==> src/rtl/rom_reader_pkg.sv <==
//------------------------------------------------------------------------------
// Module : rom_reader_pkg
// Brief  : Shared FSM encoding, default timing constants and CHIP_LAST_ADDR
//          slice helper for the ROM chip reader.
// Rev    : 1.0
//------------------------------------------------------------------------------
`default_nettype none
`timescale 1ns/1ps

package rom_reader_pkg;

    typedef enum logic [1:0] {
        ST_IDLE        = 2'd0,
        ST_SETTLE      = 2'd1,
        ST_DUMP_SETTLE = 2'd2,
        ST_DUMP_OUT    = 2'd3
    } scan_state_t;

    localparam int c_DEF_DEBOUNCE_CYCLES = 50000;
    localparam int c_DEF_SETTLE_CYCLES   = 4;
    localparam int c_DEF_REPEAT_DELAY    = 25000000;
    localparam int c_DEF_REPEAT_PERIOD   = 5000000;
    localparam int c_PACK_MAX            = 4096;

    // Chip idx occupies bits [idx*aw +: aw] of the packed last-address vector.
    function automatic logic [31:0] chip_last_slice(
        input logic [c_PACK_MAX-1:0] vec,
        input int                    aw,
        input int                    idx
    );
        return 32'((vec >> (idx * aw)) & ~({c_PACK_MAX{1'b1}} << aw));
    endfunction

endpackage

`default_nettype wire

==> src/rtl/button_debouncer.sv <==
//------------------------------------------------------------------------------
// Module : button_debouncer
// Brief  : 2-FF synchroniser, stability counter and press pulse for an
//          active-low button; optional auto-repeat (ROM_READER_AUTO_REPEAT_EN).
// Rev    : 1.0
//------------------------------------------------------------------------------
`default_nettype none
`timescale 1ns/1ps

module button_debouncer
    import rom_reader_pkg::*;
#(
    parameter int DEBOUNCE_CYCLES = c_DEF_DEBOUNCE_CYCLES,
    parameter int REPEAT_DELAY    = c_DEF_REPEAT_DELAY,
    parameter int REPEAT_PERIOD   = c_DEF_REPEAT_PERIOD,
    parameter bit REPEAT_EN       = 1'b0
) (
    input  logic clk,
    input  logic rst_n,
    input  logic i_button_n,
    output logic o_press
);

    localparam int                 c_CNT_W    = $clog2(DEBOUNCE_CYCLES + 1);
    localparam logic [c_CNT_W-1:0] c_CNT_LAST = c_CNT_W'(DEBOUNCE_CYCLES - 1);

    logic               r_sync0;
    logic               r_sync1;
    logic               r_stable;
    logic               r_press;
    logic [c_CNT_W-1:0] r_cnt;

    if (DEBOUNCE_CYCLES < 1 || (REPEAT_EN && (REPEAT_DELAY < 1 || REPEAT_PERIOD < 1))) begin : g_bad_timing
        $error("button_debouncer: timing parameters must be at least one cycle");
    end

    always_ff @(posedge clk or negedge rst_n) begin
        if (!rst_n) begin
            r_sync0  <= 1'b1;
            r_sync1  <= 1'b1;
            r_stable <= 1'b1;
            r_press  <= 1'b0;
            r_cnt    <= '0;
        end else begin
            r_sync0 <= i_button_n;
            r_sync1 <= r_sync0;
            r_press <= 1'b0;
            if (r_sync1 == r_stable) begin
                r_cnt <= '0;
            end else if (r_cnt == c_CNT_LAST) begin
                r_stable <= r_sync1;
                r_cnt    <= '0;
                r_press  <= ~r_sync1;
            end else begin
                r_cnt <= r_cnt + 1'b1;
            end
        end
    end

`ifdef ROM_READER_AUTO_REPEAT_EN
    if (REPEAT_EN) begin : g_repeat
        localparam int c_REP_W = $clog2((REPEAT_DELAY > REPEAT_PERIOD ? REPEAT_DELAY : REPEAT_PERIOD) + 1);
        localparam logic [c_REP_W-1:0] c_DELAY_LAST  = c_REP_W'(REPEAT_DELAY - 1);
        localparam logic [c_REP_W-1:0] c_PERIOD_LAST = c_REP_W'(REPEAT_PERIOD - 1);

        logic [c_REP_W-1:0] r_rep_cnt;
        logic               r_rep_first;
        logic               r_rep_pulse;

        // Counting starts the cycle the debounced level goes active.
        always_ff @(posedge clk or negedge rst_n) begin
            if (!rst_n) begin
                r_rep_cnt   <= '0;
                r_rep_first <= 1'b1;
                r_rep_pulse <= 1'b0;
            end else if (r_stable) begin
                r_rep_cnt   <= '0;
                r_rep_first <= 1'b1;
                r_rep_pulse <= 1'b0;
            end else begin
                r_rep_pulse <= 1'b0;
                if (r_rep_cnt == (r_rep_first ? c_DELAY_LAST : c_PERIOD_LAST)) begin
                    r_rep_pulse <= 1'b1;
                    r_rep_first <= 1'b0;
                    r_rep_cnt   <= '0;
                end else begin
                    r_rep_cnt <= r_rep_cnt + 1'b1;
                end
            end
        end

        assign o_press = r_press | r_rep_pulse;
    end else begin : g_no_repeat
        assign o_press = r_press;
    end
`else
    assign o_press = r_press;
`endif

endmodule

`default_nettype wire

==> src/rtl/rom_chip_scanner.sv <==
//------------------------------------------------------------------------------
// Module : rom_chip_scanner
// Brief  : Button-driven chip-select/address sequencer with settle-timed data
//          sampling and valid/ready dump sweep. Option: ROM_READER_AUTO_REPEAT_EN.
// Rev    : 1.0
//------------------------------------------------------------------------------
`default_nettype none
`timescale 1ns/1ps

module rom_chip_scanner
    import rom_reader_pkg::*;
#(
    parameter int                                ADDR_WIDTH      = 9,
    parameter int                                DATA_WIDTH      = 8,
    parameter int                                CHIP_COUNT      = 2,
    parameter logic [CHIP_COUNT*ADDR_WIDTH-1:0]  CHIP_LAST_ADDR  = {9'd31, 9'd511},
    parameter int                                DEBOUNCE_CYCLES = c_DEF_DEBOUNCE_CYCLES,
    parameter int                                SETTLE_CYCLES   = c_DEF_SETTLE_CYCLES,
    parameter int                                REPEAT_DELAY    = c_DEF_REPEAT_DELAY,
    parameter int                                REPEAT_PERIOD   = c_DEF_REPEAT_PERIOD
) (
    input  logic                  clk,
    input  logic                  reset_button,
    input  logic                  chip_selection_button,
    input  logic                  increment_address_button,
    input  logic                  decrement_address_button,
    input  logic                  dump_button,
    input  logic [DATA_WIDTH-1:0] chip_data_port,
    output logic [ADDR_WIDTH-1:0] chip_address_port,
    output logic [CHIP_COUNT-1:0] chip_enable_n,
    output logic [CHIP_COUNT-1:0] chip_selection_led,
    output logic [DATA_WIDTH-1:0] data_output_port,
    output logic                  dump_valid,
    input  logic                  dump_ready,
    output logic                  dump_active,
    output logic                  dump_done
);

    localparam int                  c_IDX_W     = (CHIP_COUNT > 1) ? $clog2(CHIP_COUNT) : 1;
    localparam logic [c_IDX_W-1:0]  c_IDX_LAST  = c_IDX_W'(CHIP_COUNT - 1);
    localparam logic [CHIP_COUNT-1:0] c_SEL0    = CHIP_COUNT'(1);
    localparam int                  c_SET_W     = $clog2(SETTLE_CYCLES + 1);
    localparam logic [c_SET_W-1:0]  c_SET_LAST  = c_SET_W'(SETTLE_CYCLES - 1);
    // Dump settle runs one cycle longer so a sweep yields a byte every SETTLE_CYCLES+2.
    localparam logic [c_SET_W-1:0]  c_DSET_LAST = c_SET_W'(SETTLE_CYCLES);

    logic w_chip_ev, w_inc_ev, w_dec_ev, w_dump_ev;

    button_debouncer #(.DEBOUNCE_CYCLES(DEBOUNCE_CYCLES), .REPEAT_DELAY(REPEAT_DELAY),
                       .REPEAT_PERIOD(REPEAT_PERIOD), .REPEAT_EN(1'b0)) u_db_chip (
        .clk(clk), .rst_n(reset_button), .i_button_n(chip_selection_button), .o_press(w_chip_ev));
    button_debouncer #(.DEBOUNCE_CYCLES(DEBOUNCE_CYCLES), .REPEAT_DELAY(REPEAT_DELAY),
                       .REPEAT_PERIOD(REPEAT_PERIOD), .REPEAT_EN(1'b1)) u_db_inc (
        .clk(clk), .rst_n(reset_button), .i_button_n(increment_address_button), .o_press(w_inc_ev));
    button_debouncer #(.DEBOUNCE_CYCLES(DEBOUNCE_CYCLES), .REPEAT_DELAY(REPEAT_DELAY),
                       .REPEAT_PERIOD(REPEAT_PERIOD), .REPEAT_EN(1'b1)) u_db_dec (
        .clk(clk), .rst_n(reset_button), .i_button_n(decrement_address_button), .o_press(w_dec_ev));
    button_debouncer #(.DEBOUNCE_CYCLES(DEBOUNCE_CYCLES), .REPEAT_DELAY(REPEAT_DELAY),
                       .REPEAT_PERIOD(REPEAT_PERIOD), .REPEAT_EN(1'b0)) u_db_dump (
        .clk(clk), .rst_n(reset_button), .i_button_n(dump_button), .o_press(w_dump_ev));

    logic [ADDR_WIDTH-1:0] w_last_tab [CHIP_COUNT];

    for (genvar gi = 0; gi < CHIP_COUNT; gi++) begin : g_last
        assign w_last_tab[gi] = ADDR_WIDTH'(chip_last_slice(c_PACK_MAX'(CHIP_LAST_ADDR), ADDR_WIDTH, gi));
    end

    scan_state_t           r_state;
    logic [ADDR_WIDTH-1:0] r_addr;
    logic [c_IDX_W-1:0]    r_idx;
    logic [CHIP_COUNT-1:0] r_en_n;
    logic [CHIP_COUNT-1:0] r_led;
    logic [DATA_WIDTH-1:0] r_data;
    logic                  r_valid;
    logic                  r_active;
    logic                  r_done;
    logic [c_SET_W-1:0]    r_cnt;

    logic [ADDR_WIDTH-1:0] w_last;
    logic [c_IDX_W-1:0]    w_idx_next;

    assign w_last     = w_last_tab[r_idx];
    assign w_idx_next = (r_idx == c_IDX_LAST) ? '0 : r_idx + 1'b1;

    always_ff @(posedge clk or negedge reset_button) begin
        if (!reset_button) begin
            r_state  <= ST_IDLE;
            r_addr   <= '0;
            r_idx    <= '0;
            r_en_n   <= ~c_SEL0;
            r_led    <= c_SEL0;
            r_data   <= '0;
            r_valid  <= 1'b0;
            r_active <= 1'b0;
            r_done   <= 1'b0;
            r_cnt    <= '0;
        end else begin
            r_done <= 1'b0;
            case (r_state)
                ST_IDLE, ST_SETTLE: begin
                    if (w_dump_ev) begin
                        r_addr   <= '0;
                        r_active <= 1'b1;
                        r_cnt    <= '0;
                        r_state  <= ST_DUMP_SETTLE;
                    end else if (w_chip_ev) begin
                        r_idx   <= w_idx_next;
                        r_addr  <= '0;
                        r_led   <= c_SEL0 << w_idx_next;
                        r_en_n  <= ~(c_SEL0 << w_idx_next);
                        r_cnt   <= '0;
                        r_state <= ST_SETTLE;
                    end else if (w_inc_ev && !w_dec_ev) begin
                        r_addr  <= (r_addr == w_last) ? '0 : r_addr + 1'b1;
                        r_cnt   <= '0;
                        r_state <= ST_SETTLE;
                    end else if (w_dec_ev && !w_inc_ev) begin
                        r_addr  <= (r_addr == '0) ? w_last : r_addr - 1'b1;
                        r_cnt   <= '0;
                        r_state <= ST_SETTLE;
                    end else if (r_state == ST_SETTLE) begin
                        if (r_cnt == c_SET_LAST) begin
                            r_data  <= chip_data_port;
                            r_state <= ST_IDLE;
                        end else begin
                            r_cnt <= r_cnt + 1'b1;
                        end
                    end
                end
                ST_DUMP_SETTLE: begin
                    if (w_dump_ev) begin
                        r_active <= 1'b0;
                        r_state  <= ST_IDLE;
                    end else if (r_cnt == c_DSET_LAST) begin
                        r_data  <= chip_data_port;
                        r_valid <= 1'b1;
                        r_state <= ST_DUMP_OUT;
                    end else begin
                        r_cnt <= r_cnt + 1'b1;
                    end
                end
                ST_DUMP_OUT: begin
                    if (w_dump_ev) begin
                        r_valid  <= 1'b0;
                        r_active <= 1'b0;
                        r_state  <= ST_IDLE;
                    end else if (dump_ready) begin
                        r_valid <= 1'b0;
                        if (r_addr == w_last) begin
                            r_active <= 1'b0;
                            r_done   <= 1'b1;
                            r_state  <= ST_IDLE;
                        end else begin
                            r_addr  <= r_addr + 1'b1;
                            r_cnt   <= '0;
                            r_state <= ST_DUMP_SETTLE;
                        end
                    end
                end
                default: r_state <= ST_IDLE;
            endcase
        end
    end

    assign chip_address_port  = r_addr;
    assign chip_enable_n      = r_en_n;
    assign chip_selection_led = r_led;
    assign data_output_port   = r_data;
    assign dump_valid         = r_valid;
    assign dump_active        = r_active;
    assign dump_done          = r_done;

endmodule

`default_nettype wire

==> config.mk <==
export PLATFORM = sky130hd
export DESIGN_NAME = rom_chip_scanner
export DESIGN_NICKNAME = d
export VERILOG_FILES = /design/src/rtl/rom_reader_pkg.sv /design/src/rtl/button_debouncer.sv /design/src/rtl/rom_chip_scanner.sv
export SDC_FILE = /design/constraint.sdc
export NUM_CORES = 1
export LEC_CHECK = 0
export CORE_ASPECT_RATIO = 0.8
export CORE_MARGIN = 1
export CORE_UTILIZATION = 43
export DETAILED_ROUTE_END_ITERATION = 6
export PLACE_DENSITY = 0.61
export SYNTH_ARGS = -nofsm -noshare
export SYNTH_HDL_FRONTEND = slang
export SYNTH_HIERARCHICAL = 1
export SYNTH_SLANG_ARGS = --single-unit
==> constraint.sdc <==
create_clock -name clk -period 2.65 [get_ports clk]
set_input_delay 0.53 -clock clk [delete_from_list [all_inputs] [get_ports clk]]
set_output_delay 0.53 -clock clk [all_outputs]
set_load 0.05 [all_outputs]
== After elaboration in Yosys (flattened, before gate mapping) ==
Cells that the tools add are included.

* $add $sub $neg: 8
* Multiply operators: 0
* Div/mod/pow operators: 0
* Magnitude comparators: 1
* Equal/unequal tests: 35
* Shift operators: 1
* Mux-type cells: 78
* Bitwise operators: 11
* Reduce and logical (&&, ||, !) cells: 21

{| class="wikitable"
|+ Operators by type and width
! cell !! count
|-
| 16-bit 2-to-1 mux || 8
|-
| 9-bit 2-to-1 mux || 12
|-
| 16-bit by 1-bit adder with 16-bit output (second input constant) || 4
|-
| 16-bit == test (second input constant) || 4
|-
| 8-bit 2-to-1 mux || 8
|-
| 3-bit 2-to-1 mux || 11
|-
| 2-bit inequality test (second input constant) || 12
|-
| 1-bit 2-to-1 mux || 22
|-
| 2-bit 2-to-1 mux || 11
|-
| 6-bit by 4-bit inequality test with 1-bit output (second input constant) || 3
|-
| 9-bit case mux with 2 select lines || 1
|-
| 8-bit case mux with 2 select lines || 1
|-
| 4-bit AND reduction || 3
|-
| 9-bit by 1-bit adder with 9-bit output (second input constant) || 1
|-
| 9-bit == test || 1
|-
| 9-bit logical NOT || 1
|-
| 3-bit by 2-bit inequality test with 1-bit output (second input constant) || 3
|-
| 1-bit NOT || 9
|-
| 3-bit case mux with 3 select lines || 1
|-
| 9-bit AND reduction || 1
|-
| 9-bit by 1-bit subtractor with 9-bit output (second input constant) || 1
|-
| 2-bit AND reduction || 4
|-
| 7-bit AND reduction || 1
|-
| 2-bit case mux with 3 select lines || 1
|-
| other kinds (22) || 31
|}

* Register bits after elaboration: 110
* Latch bits: 0
* RAM bits: 0
* Bits in read-only memories: 0
* Input port bits: 15
* Memories kept: 0

== Longest topological paths before layout ==
* Depth after elaboration: 10
* Depth in mapped cells: 8
* Gate-level depth less buffers: 7

== By module ==
Netlist, hierarchy kept.

{| class="wikitable"
|+ Modules (own cells, without submodules)
! module !! times used !! cells an instance !! area an instance (um2) !! seq. area each (um2)
|-
| button_debouncer || 4 || 93 || 1063.5 || 504.2
|-
| rom_chip_scanner || 1 || 213 || 1910.6 || 676.9
|}

== Worst setup path before layout ==
Ideal clock, no wire load.

* Kind: flip-flop to flip-flop
* Start point: reg r_addr[6] (netlist: chip_address_port[6])
* End point: reg r_cnt[0] (netlist name)
* Setup time: 125 ps
* Arrival: 2135 ps
* Data required time: 2525 ps
* Path slack: 390 ps
* Stages on the path, launching flop included: 7
* Cell sequence: dfrtp_1 > buf_6 > or4b_4 > o22a_4 > nor3_2 > nor4_2 > mux2_4

{| class="wikitable"
|+ RTL lines
! item !! line !! text
|-
| start: declaration || rom_chip_scanner.sv:69 || <nowiki>logic [ADDR_WIDTH-1:0] r_addr;</nowiki>
|-
| start signal: assignment || rom_chip_scanner.sv:114 || <nowiki>r_addr <= (r_addr == w_last) ? '0 : r_addr + 1'b1;</nowiki>
|-
| start signal: assignment || rom_chip_scanner.sv:118 || <nowiki>r_addr <= (r_addr == '0) ? w_last : r_addr - 1'b1;</nowiki>
|-
| start signal: assignment || rom_chip_scanner.sv:154 || <nowiki>r_addr <= r_addr + 1'b1;</nowiki>
|}

== Worst setup path after layout ==
* Start point: reg r_addr[5] (netlist: chip_address_port[5])
* End point: out chip_address_port[5]

{| class="wikitable"
|+ RTL lines
! item !! line !! text
|-
| end: declaration || rom_chip_scanner.sv:29 || <nowiki>output logic [ADDR_WIDTH-1:0] chip_address_port,</nowiki>
|}

No word-level cell between the ends.

==> flow_metrics.tcl <==
set metrics [dict create \
    start_util_pct 44.7 \
    rsz0062_at_grt "false" \
    crit_fanout 13 \
    whs_ns 0.135 \
    yosysWarnings 6 \
    cp-end-kind "output pin" \
    clockPowerShare_pct 26.7 \
    cts_sinks 107 \
    place_ws_ns 0.366 \
    power_frac_comb_pct 32.9 \
    max_cap_viol_count 0 \
    drcViolationCount 0 \
    min_period_over_period_pct 90.0 \
    final_nets 631 \
    ys_types 64 \
    ioPinCount 39 \
    dieArea_sq_um 14800 \
    ys_seq_area_share_pct 43.7 \
    track_usage_pct 18.3 \
    postSynthAreaPerCell_sq_um 10.5 \
    cts.htree.levels 3 \
    slowest_delay_ns 0.89 \
    numCtsBuffers 9 \
    hold_path.class "primary input to async pin" \
    crit_slowest_cell "clkdlybuf4s50_1" \
    synth_edf_count 0 \
    yosysTopAreaCellShare_pct 38.2 \
    fmax_ghz 0.420 \
    required_ns 2.12 \
    dpl.hpwl_microns 8550 \
    grt_antenna_before_repair 0 \
    clk_path_buf_depth 2 \
    worst-path-buf-inv 1 \
    p_int_mw 3.26 \
    cpLargestDelayFamily "buffers and inverters" \
    grt_max_degree 49 \
    postSynth.asyncResetShare_pct 100 \
    power_frac_seq_pct 40.5 \
    peakVddDrop_v 0.000854 \
    post_cts_resize_count 0 \
    ant_nets 0 \
    drv_slew 0 \
    grt-ovfl-total 0 \
    postCtsHoldBufs 0 \
    power.density_nw_per_um2 762 \
    clk_latency_ns 0.36 \
    p_sw_share_pct 37.7 \
    synth_most_common_cell "dfrtp_1" \
    timing.final.ws_setup_ns 0.266 \
    cts_setup_buffers 0 \
    criticalPathCategory "flip-flop to output pin" \
    drive_gt1_share_pct 21.3 \
    fin_skew_ns 0.00878 \
    cts_tree "built" \
    area_growth_pct 11.4 \
    setup_viol 0 \
    clk_pin_slew_ns 0.08 \
    diodes 0 \
    status "completed" \
    synth_largest_area_cell "dfrtp_1" \
    arrival_ns 1.85 \
    tightest_slew_ns 0.534 \
    yosys_most_used_dff "dfrtp_1" \
    yosys-top-cells-count "94 x dfrtp_1, 44 x nor2_1, 44 x nor2_2" \
    vias_per_cell 5.50 \
    syn_inst 585 \
    synth.area.top_cells "dfrtp_1 38%, dfstp_2 5.5%, xnor2_1 5.3%" \
    tns_ns 0 \
    wirelength_microns 12000 \
    die_w_microns 136 \
    globalplace.congestion 0.872 \
    die_h_microns 109 \
    finalHoldViolCount 0 \
    synth_seq_cells 107 \
    num_vias 4344 \
    cellLeakagePower_nw 2.69 \
    period_needed_ns 2.38 \
    synth_nets 611 \
    grt_pass1_vias 4270 \
    cts-root-buf "clkbuf_16" \
    io_buffer_count 38 \
    slew_headroom_pct 64.4 \
    core_area_sq_um 13800 \
    p_sw_mw 1.97 \
    rows 38 \
    cp_cell_sequence "clkdlybuf4s50_1" \
    dr.pass1.iters 6 \
    drt_iter0_markers 248 \
    grt_first_pass_wirelength_microns 21200 \
    wire_per_inst_microns 15.2 \
    syn_area_sq_um 6160 \
    start_kind "flip-flop" \
]
metal layers:
metal  global-route usage, %  vias up  share of wire (%)
met5                       0        -                  0
met4                    4.52        0               0.91
met3                    4.60       15                4.0
met2                    27.7       86                 44
met1                    25.9     2113                 51
li1                        -     2130                  -
area by class of cell:
cell class,count,area [sq um]
clock buffers,9,225
clock inverters,7,87.6
fillers,1275,6920
inverters,20,75.1
multi-input cells,424,3130
flip-flops and latches,107,2690
well taps,180,225
repair buffers,43,428
through the flow:
stage                     instance area, sq um  utilization, %  total power [mW]  instances
after CTS                                 6870            49.8              5.29        790
final                                     6870            49.8              5.23        790
after global routing                      6870            49.8              5.54        790
after detailed placement                  6560            47.5              3.86        774
after global placement                    6560            47.5              3.83        774
after floorplan                           6160               -              3.34        585
placed cells by master, fill, tap and decap left out, drive strengths merged, types with 6 or more instances in the layout:
cell           count
a21oi              9
nor3              15
nand4             32
nand3             43
nor4b             14
and3              15
buf                6
clkdlybuf4s50     37
xnor2             37
and4bb             8
nand2             27
inv               22
o21ai              8
nor4              14
nor2              88
xor2              26
clkbuf             9
dfrtp             94
mux2              16
ha                11
dfstp             13
path summary, 6_finish.rpt:
kind | end | cells past startpoint | slack (ns) | start
worst min register to register | u_db_inc/r_sync1 | 0 | 0.36 | u_db_inc/r_sync0
max in group asynchronous | u_db_dec/r_stable | 2 | 1.77 | reset_button
worst min-delay path | u_db_inc/r_cnt[14] | 1 | 0.14 | reset_button
worst max-delay path | chip_address_port[5] | 1 | 0.27 | chip_address_port[5]
worst max register to register | chip_address_port[5] | 7 | 0.33 | chip_address_port[0]
min in group clk | u_db_inc/r_sync1 | 0 | 0.36 | u_db_inc/r_sync0
kinds of logic after synthesis:
family / count (synthesis) / synth area share, %
AND/OR/NAND/NOR: 279 / 29.7
flip-flops: 107 / 43.7
XOR/XNOR: 63 / 8.95
buffers and inverters: 54 / 5.46
AO/OA/AOI/OAI: 53 / 6.35
multiplexers: 18 / 3.61
adder cells (fa/ha/maj): 11 / 2.23
registers in the layout, indices dropped and copies added, names as in the netlist, 2 cells and up:
signal             count
u_db_chip/r_cnt       16
u_db_dec/r_cnt        16
u_db_dump/r_cnt       16
u_db_inc/r_cnt        16
chip_address_port      9
data_output_port       8
r_cnt                  3
r_state                2
power groups by stage:
stage          combinational [mW]  clock (mW)  sequential (mW)
2_1_floorplan               0.883           0             2.46
3_3_place_gp                 1.70           0             2.13
3_5_place_dp                 1.72           0             2.14
4_1_cts                      1.73        1.45             2.12
5_1_grt                      1.86        1.52             2.16
6_report                     1.72        1.40             2.12
No activity file was read; power rests on OpenSTA's default activity.
